## config.mk

```make
export PLATFORM = sky130hd
export DESIGN_NAME = tlb_unit
export DESIGN_NICKNAME = d
export VERILOG_FILES = /design/src/rtl/tlb_unit.sv
export SDC_FILE = /design/constraint.sdc
export NUM_CORES = 2
export LEC_CHECK = 0
export ABC_CLOCK_PERIOD_IN_PS = 90100
export BUFFER_PORTS_ARGS = -buffer_cell sky130_fd_sc_hd__buf_4
export CAP_MARGIN = 0
export CELL_PAD_IN_SITES_DETAIL_PLACEMENT = 0
export CELL_PAD_IN_SITES_GLOBAL_PLACEMENT = 1
export CORE_ASPECT_RATIO = 1.75
export CORE_UTILIZATION = 40
export CTS_CLUSTER_DIAMETER = 120
export DETAILED_ROUTE_END_ITERATION = 8
export GPL_TIMING_DRIVEN = 0
export PLACE_DENSITY_LB_ADDON = 0.1
export SLEW_MARGIN = 25
export SYNTH_ARGS = -nofsm -noshare
export SYNTH_HDL_FRONTEND = slang
export SYNTH_SLANG_ARGS = --single-unit
```

## constraint.sdc

```tcl
create_clock -name clk -period 90.1 [get_ports clk]
set_input_delay 0 -clock clk [delete_from_list [all_inputs] [get_ports clk]]
set_output_delay 0 -clock clk [all_outputs]
set_load 0.05 [all_outputs]
```

## src/rtl/tlb_unit.sv

```systemverilog
// Joint TLB: fully associative lookup for a registered instruction port, a
// combinational data port and tlbp, with tlbr readback and tlbwi/tlbwr writes.
module tlb_unit #(
   parameter int TLB_LINE_NUM = 16
) (
   input  logic        clk,
   input  logic        rst,
   input  logic [3:0]  tlb_typeM,
   input  logic [31:0] entry_hi_W,
   input  logic [31:0] page_mask_W,
   input  logic [31:0] entry_lo0_W,
   input  logic [31:0] entry_lo1_W,
   input  logic [31:0] index_W,
   input  logic [31:0] random_W,
   output logic [31:0] entry_hi_out,
   output logic [31:0] page_mask_out,
   output logic [31:0] entry_lo0_out,
   output logic [31:0] entry_lo1_out,
   output logic [31:0] index_out,
   input  logic        inst_en,
   input  logic [31:0] inst_vaddr,
   input  logic        stallF,
   output logic [31:0] inst_paddr,
   output logic        inst_miss,
   output logic        inst_invalid,
   output logic        inst_uncached,
   input  logic        data_en,
   input  logic [31:0] data_vaddr,
   input  logic        data_wr,
   output logic [31:0] data_paddr,
   output logic        data_miss,
   output logic        data_invalid,
   output logic        data_modified,
   output logic        data_uncached,
   input  logic        k0_uncached
);

   localparam int IDXW = $clog2(TLB_LINE_NUM);

   typedef struct packed {
      logic [19:0] pfn;
      logic [2:0]  c;
      logic        d;
      logic        v;
   } page_t;

   typedef struct packed {
      logic [18:0]     vpn2;
      logic [7:0]      asid;
      logic [11:0]     mask;
      logic            g;
      page_t [1:0]     pg;
   } entry_t;

   typedef struct packed {
      logic [31:0] paddr;
      logic        miss;
      logic        invalid;
      logic        modified;
      logic        uncached;
   } xlat_t;

   entry_t ent_q [TLB_LINE_NUM];
   entry_t ent_d;
   xlat_t  inst_q;

   logic            wr_en;
   logic [IDXW-1:0] wr_idx;

   // tlbwi has priority over tlbwr; tlbp/tlbr never write
   assign wr_en  = tlb_typeM[2] | tlb_typeM[3];
   assign wr_idx = tlb_typeM[2] ? index_W[IDXW-1:0] : random_W[IDXW-1:0];

   always_comb begin
      ent_d           = '0;
      ent_d.vpn2      = entry_hi_W[31:13];
      ent_d.asid      = entry_hi_W[7:0];
      ent_d.mask      = page_mask_W[24:13];
      ent_d.g         = entry_lo0_W[0] & entry_lo1_W[0];
      ent_d.pg[0].pfn = entry_lo0_W[25:6];
      ent_d.pg[0].c   = entry_lo0_W[5:3];
      ent_d.pg[0].d   = entry_lo0_W[2];
      ent_d.pg[0].v   = entry_lo0_W[1];
      ent_d.pg[1].pfn = entry_lo1_W[25:6];
      ent_d.pg[1].c   = entry_lo1_W[5:3];
      ent_d.pg[1].d   = entry_lo1_W[2];
      ent_d.pg[1].v   = entry_lo1_W[1];
   end

   always_ff @(posedge clk or posedge rst) begin
      if (rst) begin
         for (int i = 0; i < TLB_LINE_NUM; i++) begin
            ent_q[i] <= '0;
         end
      end else if (wr_en) begin
         ent_q[wr_idx] <= ent_d;
      end
   end

   logic [TLB_LINE_NUM-1:0] d_hit, i_hit, p_hit;

   for (genvar gi = 0; gi < TLB_LINE_NUM; gi++) begin : g_match
      assign d_hit[gi] = (ent_q[gi].vpn2 == data_vaddr[31:13]) &&
                         (ent_q[gi].g || ent_q[gi].asid == entry_hi_W[7:0]);
      assign i_hit[gi] = (ent_q[gi].vpn2 == inst_vaddr[31:13]) &&
                         (ent_q[gi].g || ent_q[gi].asid == entry_hi_W[7:0]);
      assign p_hit[gi] = (ent_q[gi].vpn2 == entry_hi_W[31:13]) &&
                         (ent_q[gi].g || ent_q[gi].asid == entry_hi_W[7:0]);
   end

   function automatic logic [IDXW-1:0] first_set(input logic [TLB_LINE_NUM-1:0] vec);
      first_set = '0;
      for (int i = TLB_LINE_NUM - 1; i >= 0; i--) begin
         if (vec[i]) first_set = IDXW'(i);
      end
   endfunction

   function automatic xlat_t translate(input logic [31:0] va, input logic en,
                                       input logic wr, input logic k0,
                                       input logic found, input page_t pg);
      xlat_t r;
      r = '0;
      if (va[31:30] == 2'b10) begin
         r.paddr    = {3'b000, va[28:0]};
         r.uncached = va[29] | k0;
      end else begin
         r.paddr    = {pg.pfn, va[11:0]};
         r.miss     = ~found;
         r.invalid  = found & ~pg.v;
         r.modified = found & pg.v & ~pg.d & wr;
         r.uncached = found & (pg.c == 3'd2);
      end
      if (!en) begin
         r.miss     = 1'b0;
         r.invalid  = 1'b0;
         r.modified = 1'b0;
         r.uncached = 1'b0;
      end
      return r;
   endfunction

   logic [IDXW-1:0] d_idx, i_idx, p_idx;
   page_t           d_pg, i_pg;
   xlat_t           d_res, i_res;

   assign d_idx = first_set(d_hit);
   assign i_idx = first_set(i_hit);
   assign p_idx = first_set(p_hit);
   assign d_pg  = ent_q[d_idx].pg[data_vaddr[12]];
   assign i_pg  = ent_q[i_idx].pg[inst_vaddr[12]];
   assign d_res = translate(data_vaddr, data_en, data_wr, k0_uncached, |d_hit, d_pg);
   assign i_res = translate(inst_vaddr, inst_en, 1'b0, k0_uncached, |i_hit, i_pg);

   assign data_paddr    = d_res.paddr;
   assign data_miss     = d_res.miss;
   assign data_invalid  = d_res.invalid;
   assign data_modified = d_res.modified;
   assign data_uncached = d_res.uncached;

   // Fetch-stage translation: sampled with pre-write TLB contents, held on stall
   always_ff @(posedge clk or posedge rst) begin
      if (rst) begin
         inst_q <= '0;
      end else if (!stallF) begin
         inst_q <= i_res;
      end
   end

   assign inst_paddr    = inst_q.paddr;
   assign inst_miss     = inst_q.miss;
   assign inst_invalid  = inst_q.invalid;
   assign inst_uncached = inst_q.uncached;

   assign index_out = {~|p_hit, {(31 - IDXW){1'b0}}, p_idx};

   entry_t r_ent;
   assign r_ent = ent_q[index_W[IDXW-1:0]];

   assign entry_hi_out  = {r_ent.vpn2, 5'b0, r_ent.asid};
   assign page_mask_out = {7'b0, r_ent.mask, 13'b0};
   assign entry_lo0_out = {6'b0, r_ent.pg[0].pfn, r_ent.pg[0].c, r_ent.pg[0].d,
                           r_ent.pg[0].v, r_ent.g};
   assign entry_lo1_out = {6'b0, r_ent.pg[1].pfn, r_ent.pg[1].c, r_ent.pg[1].d,
                           r_ent.pg[1].v, r_ent.g};

   logic unused_bits;
   assign unused_bits = ^{tlb_typeM[1:0], entry_hi_W[12:8], page_mask_W[31:25],
                          page_mask_W[12:0], entry_lo0_W[31:26], entry_lo1_W[31:26],
                          index_W[31:IDXW], random_W[31:IDXW]};

endmodule

```

==> summary.md, run 1 <==
| Metric | Value |
|---|---|
| Mapped Avg Cell Area | `roughly 13 um^2` |
| Mux cell area share after synthesis | `a little over a third` |
| Global Route Usage Sum | `63.0%` |
| FFs w/ async S/R, synth | `100%` |
| DPL Wire Length | `approximately 470000 um` |
| Cells after Synth | `around 7300` |
| Synth Area in Simple Gates | `between 5 and 6%` |
| Post-CTS Setup Inserts | `0` |
| Synth warn | `0` |
| CTS Buffer Depth | `4` |
| Depth of the CTS H-tree | `4` |
| I/O pin count | `roughly 500` |
| Final Wtd Congestion | `about 1.1` |
| Post-synth EDFFs | `0` |
| Status | `aborted with a tool error` |
| Initial Utilization | `40.3%` |
| Fail Step | `global routing` |
| Largest net degree at the start of global routing | `slightly above 100` |
| TritonCTS buffer count | `approximately 160` |
| Total gr overflow | `approximately 1000` |
| Root Driver | `clkbuf_16` |
| XOR/XNOR share of the synthesized area | `9.90%` |
| Mapped cell area | `92000 um^2` |
| Post-synthesis compound-gate area fraction | `between 4 and 5%` |
| Width of the chip | `between 300 and 400 um` |
| Synth Flop Type | `dfrtp_1` |
| Sequential area share after synthesis | `between 40% and 50%` |
| Clock sink count | `approximately 1500` |
| Synth Area in Adders | `0%` |
| Die Y | `roughly 640 um` |
| Global-route wire length before repair | `1000000 um` |
| I/O Buffers | `about 260` |
| Site Rows | `~230` |
| Err | `[ERROR GRT-0116] Global routing finished with congestion. Check the congestion regions in the DRC Viewer.` |
| Netlist cell types | `80` |
| Largest family of logic cells by synthesized area | `multiplexers` |
| Vias in the first global route | `about 93000` |
| FF+latch count, synth | `~1500` |
## through the flow
stage               utilization, %  cells  hold WS (ns)  area (um^2)  setup slack (ns)
detailed placement            44.2  10800         0.174       101000             81.55
CTS                           47.1  11200     0.0000508       108000             80.89
floorplan                        -   7402         0.138        92200             48.50
global placement              42.9  10700         0.234        98000             31.83
## synth_stat cells (16+ instances only)
cell      instances  share of area [%]
buf_2           172               0.94
xor2_1          591                5.6
buf_6            16               0.20
nand3_1          79               0.43
nor3_1           58               0.32
a21oi_1          91               0.50
a31oi_1          26               0.18
o21ai_0          47               0.26
and3_1           19               0.13
nand4_1         120               0.82
o22ai_1          28               0.19
xnor2_1         449                4.3
clkbuf_1        442                1.8
nor2b_1          52               0.35
mux2_2         1453                 18
o221ai_1         34               0.32
nand2_1         199               0.81
buf_4           100               0.82
o22a_1           24               0.23
or2_2            26               0.18
dfrtp_1        1475                 40
nor2_1           89               0.36
nor4_1          168                1.1
nor3b_1          20               0.16
mux4_2          464                 11
a221oi_1         59               0.56
a22oi_1          78               0.64
a211oi_1         97               0.79
buf_1            37               0.15
mux2i_1         620                6.7
## cell families after synthesis
| logic type | count (synthesis) |
|---|---|
| mux | 2550 |
| buf+inv | 782 |
| other cells | 1 |
| xor+xnor | 1040 |
| simple gates | 900 |
| flops | 1475 |
| compound gates | 591 |
## layer usage
layer | GRT usage (%) | GRT overflow
met5 | 12.7 | 0
met4 | 59.5 | 422
met3 | 39.4 | 5
met2 | 84.4 | 584
met1 | 65.3 | 4
## what timing repair did
item | CTS
hold buffers | 147
resized for setup | 0
endpoints found under the hold margin | 1686
endpoints found under the setup margin | 0
==> run 2, diff against run 1 <==
CELL_PAD_IN_SITES_DETAIL_PLACEMENT = unset   (was 0)
CELL_PAD_IN_SITES_GLOBAL_PLACEMENT = unset   (was 1)
CORE_ASPECT_RATIO = unset   (was 1.75)
CORE_UTILIZATION = 25   (was 40)
CTS_CLUSTER_DIAMETER = unset   (was 120)
PLACE_DENSITY_LB_ADDON = 0.15   (was 0.1)
==> run 2 against run 1 <==
Against the previous run:
- the flow now finishes without violations
- synthesized area unchanged
- synthesized cell count unchanged
==> summary.md, run 2 <==
| Metric | Value |
|---|---|
| Status | `completed` |
| Yosys top cell area share | `about 40%` |
| Leak | `about 47 nW` |
| Largest net degree at the start of global routing | `96` |
| VDD IR-drop max | `13.6 uV` |
| Core area | `366000 um^2` |
| Worst slack, placed | `82.27 ns` |
| Global-route wire length before repair | `731000 um` |
| I/O pin count | `about 500` |
| Worst min-delay path category | `input pin to register` |
| DP Area | `103000 um^2` |
| Crit path kind | `register to output port` |
| I/O Buffers | `between 200 and 300` |
| Most used cell along the critical path | `buf_2` |
| Largest Register | `ent_q` |
| Worst slew margin | `5.97%` |
| Drt drc | `0` |
| Synth Flop Type | `dfrtp_1` |
| Count leader, synth | `dfrtp_1` |
| CTS tree | `yes` |
| Tmin final | `around 9.5 ns` |
| Tcrit/Tclk final | `between 10% and 20%` |
| TritonCTS buffer count | `190` |
| CP Buf/Inv Count | `4` |
| Global Route Usage Sum | `between 20% and 30%` |
| Mapped cell area | `between 90000 and 100000 um^2` |
| Site Rows | `222` |
| Commonest non-fill, non-tap cell in the layout | `dfrtp_1` |
| Final setup viols | `0` |
| Area growth from synthesis to layout | `20.8%` |
| Total gr overflow | `0` |
| Fillcell total | `37200` |
| Main area contributors after synthesis | `dfrtp_1 (40%), mux2_2 (18%), mux4_2 (11%)` |
| Max incr delay on CP | `around 1.1 ns` |
| Final nets | `approximately 8400` |
| Yosys top cell by area | `dfrtp_1` |
| Tightest Pin Transition | `about 1.4 ns` |
| DPL Wire Length | `around 420000 um` |
| Crit Path Max Fanout | `10` |
| Crit path DAT | `9.47 ns` |
| DR iter-0 viols | `between 8000 and 9000` |
| Mapped Avg Cell Area | `between 10 and 15 um^2` |
| Vias in the first global route | `73300` |
| Max-cap check violation count | `0` |
| Top cells by count, synth | `dfrtp_1 (1475), mux2_2 (1453), mux2i_1 (620)` |
| Clock Latency Late Sink | `between 0.9 and 1 ns` |
| Worst Clk Skew | `0.119 ns` |
| Max reg flops | `roughly 1400` |
| Setup tns final | `0 ns` |
| Clock transition at path regs | `0.07 ns` |
| Via density | `roughly 5.7` |
| Drt pass-1 iters | `6` |
| Fin util | `a little under a third` |
| Die ar. | `roughly 370000 um^2` |
| Post-synth EDFFs | `0` |
| Required @ worst endpoint | `90.10 ns` |
| Die Y | `between 600 and 700 um` |
| Sequential cell area | `between 30000 and 40000 um^2` |
| Root Driver | `clkbuf_16` |
| Depth of the CTS H-tree | `4` |
| Cells after Synth | `7339` |
| Fmax | `around 110 MHz` |
| CP cell instances | `xor2_1 -> nor4_1 -> a21oi_1 -> nor3_1 -> a211oi_1 -> o31ai_1 -> a31oi_1 -> buf_2 -> buf_2 -> buf_2 -> mux2i_1 -> a22oi_1 -> a21boi_0 -> a21oi_1 -> buf_4` |
| Clock sink count | `approximately 1500` |
| CTS Buffer Depth | `4` |
| Final Wtd Congestion | `approximately 1` |
| Crit. End Element | `output port` |
| Startpoint types | `register` |
| Antenna-violating nets left | `0` |
| Synth warn | `0` |
| Wirelength per Cell | `42.6 um` |
| FF+latch count, synth | `roughly 1500` |
| Design area | `111000 um^2` |
| Fraction of layout cells with a size suffix above 1 | `between 30% and 40%` |
| P per Cell Area | `~26 nW/um^2` |
| FFs w/ async S/R, synth | `between 90% and 100%` |
| Netlist cell types | `80` |
| Slew Limit Fails | `0` |
| Initial Utilization | `25.1%` |
| Sequential area share after synthesis | `between 40% and 50%` |
| Initial antenna violation count | `a little over 80` |
| Total power | `roughly 2.9 mW` |
| Via count | `between 70000 and 80000` |
| Final WS setup | `about 81 ns` |
| Area of the multi-input gates | `about 52000 um^2` |
| Slowest cell on the critical path | `a21boi_0` |
| Commonest non-fill, non-tap cells in the layout | `dfrtp_1 (1475), mux2_2 (1453), mux2i_1 (620), xor2_1 (591), mux4_2 (464)` |
| Unrepaired setup endpoints after global routing | `no` |
| CP top delay family | `compound AO/OA/AOI/OAI gates` |
| Drt total wl | `559000 um` |
| Width of the chip | `roughly 600 um` |
| Final hold violations | `0` |
-- run 2: cell counts after synthesis --
Identical to the previous run, type by type.
-- run 2: worst paths after layout --
path | from | to | slack, ns | depth (start not counted)
max | ent_q[70]$_DFFE_PP0P_ | data_paddr[14] | 80.63 | 15
min | entry_lo1_W[19] | ent_q[133]$_DFFE_PP0P_ | 0.07 | 3
max reg2reg | ent_q[70]$_DFFE_PP0P_ | inst_paddr[15]$_DFFE_PP0N_ | 82.08 | 14
min reg2reg | inst_miss$_DFFE_PP0N_ | inst_miss$_DFFE_PP0N_ | 0.49 | 2
max in group asynchronous | rst | ent_q[445]$_DFFE_PP0P_ | 87.48 | 8
min in group asynchronous | rst | ent_q[146]$_DFFE_PP0P_ | 0.29 | 4
-- run 2: through the flow --
stage	hold slack [ns]	std cells
final	0.0682	13100
after global routing	0.0363	13100
after CTS	0.00591	13100
after detailed placement	0.0595	12600
after global placement	0.239	12500
after floorplan	0.138	7402
-- run 2: layer usage --
| layer | GRT usage [%] | routed length [um] | vias up |
|---|---|---|---|
| met5 | 0 | 147 | - |
| met4 | 18.4 | 42100 | 24 |
| met3 | 6.21 | 44200 | 1385 |
| met2 | 45.2 | 247000 | 4445 |
| met1 | 37.4 | 225000 | 40300 |
| li1 | - | - | 28800 |
-- run 2: logic make-up (layout without fill, tap and decap cells) --
kind of cell	Yosys count	count (layout)	synth area share (%)
and+or+nand+nor	900	900	5.27
muxes	2550	2550	36.1
buffers and inverters	782	1647	3.99
other	1	88	0.00408
AOI/OAI and AO/OA	591	591	4.65
DFF	1475	1475	40.1
xor gates and xnor gates	1040	1040	9.90
-- run 2: timing repair --
| action | in CTS | in global routing |
|---|---|---|
| gates resized for setup | 0 | 0 |
| endpoints found under the hold margin | 1592 | 0 |
| hold buffers | 168 | 0 |
| endpoints found under the setup margin | 0 | 0 |
| setup buffers | 0 | 0 |
-- run 2: layout make-up --
class                           instances  share of cell area, %
Inverter                               13                 0.0507
Buffer                                769                   3.52
Tap cell                             4816                   5.42
Clock buffer                          273                   4.99
Antenna cell                           24                 0.0541
Multi-Input combinational cell       5145                   46.6
Sequential cell                      1475                   33.2
Clock inverter                         74                  0.876
Timing Repair Buffer                  518                   5.25
-- run 2: tightest hold or removal path: stages --
cell,delay [ns]
dlygate4sd3_1,0.60
buf_4,0.21
mux2_2,0.17
-- run 2: power by group --
part	internal (mW)	switching (mW)
clock	0.478	0.344
sequential	0.849	0.311
combinational	0.432	0.455
total	1.76	1.11
Power figures use the tool's default switching activity.
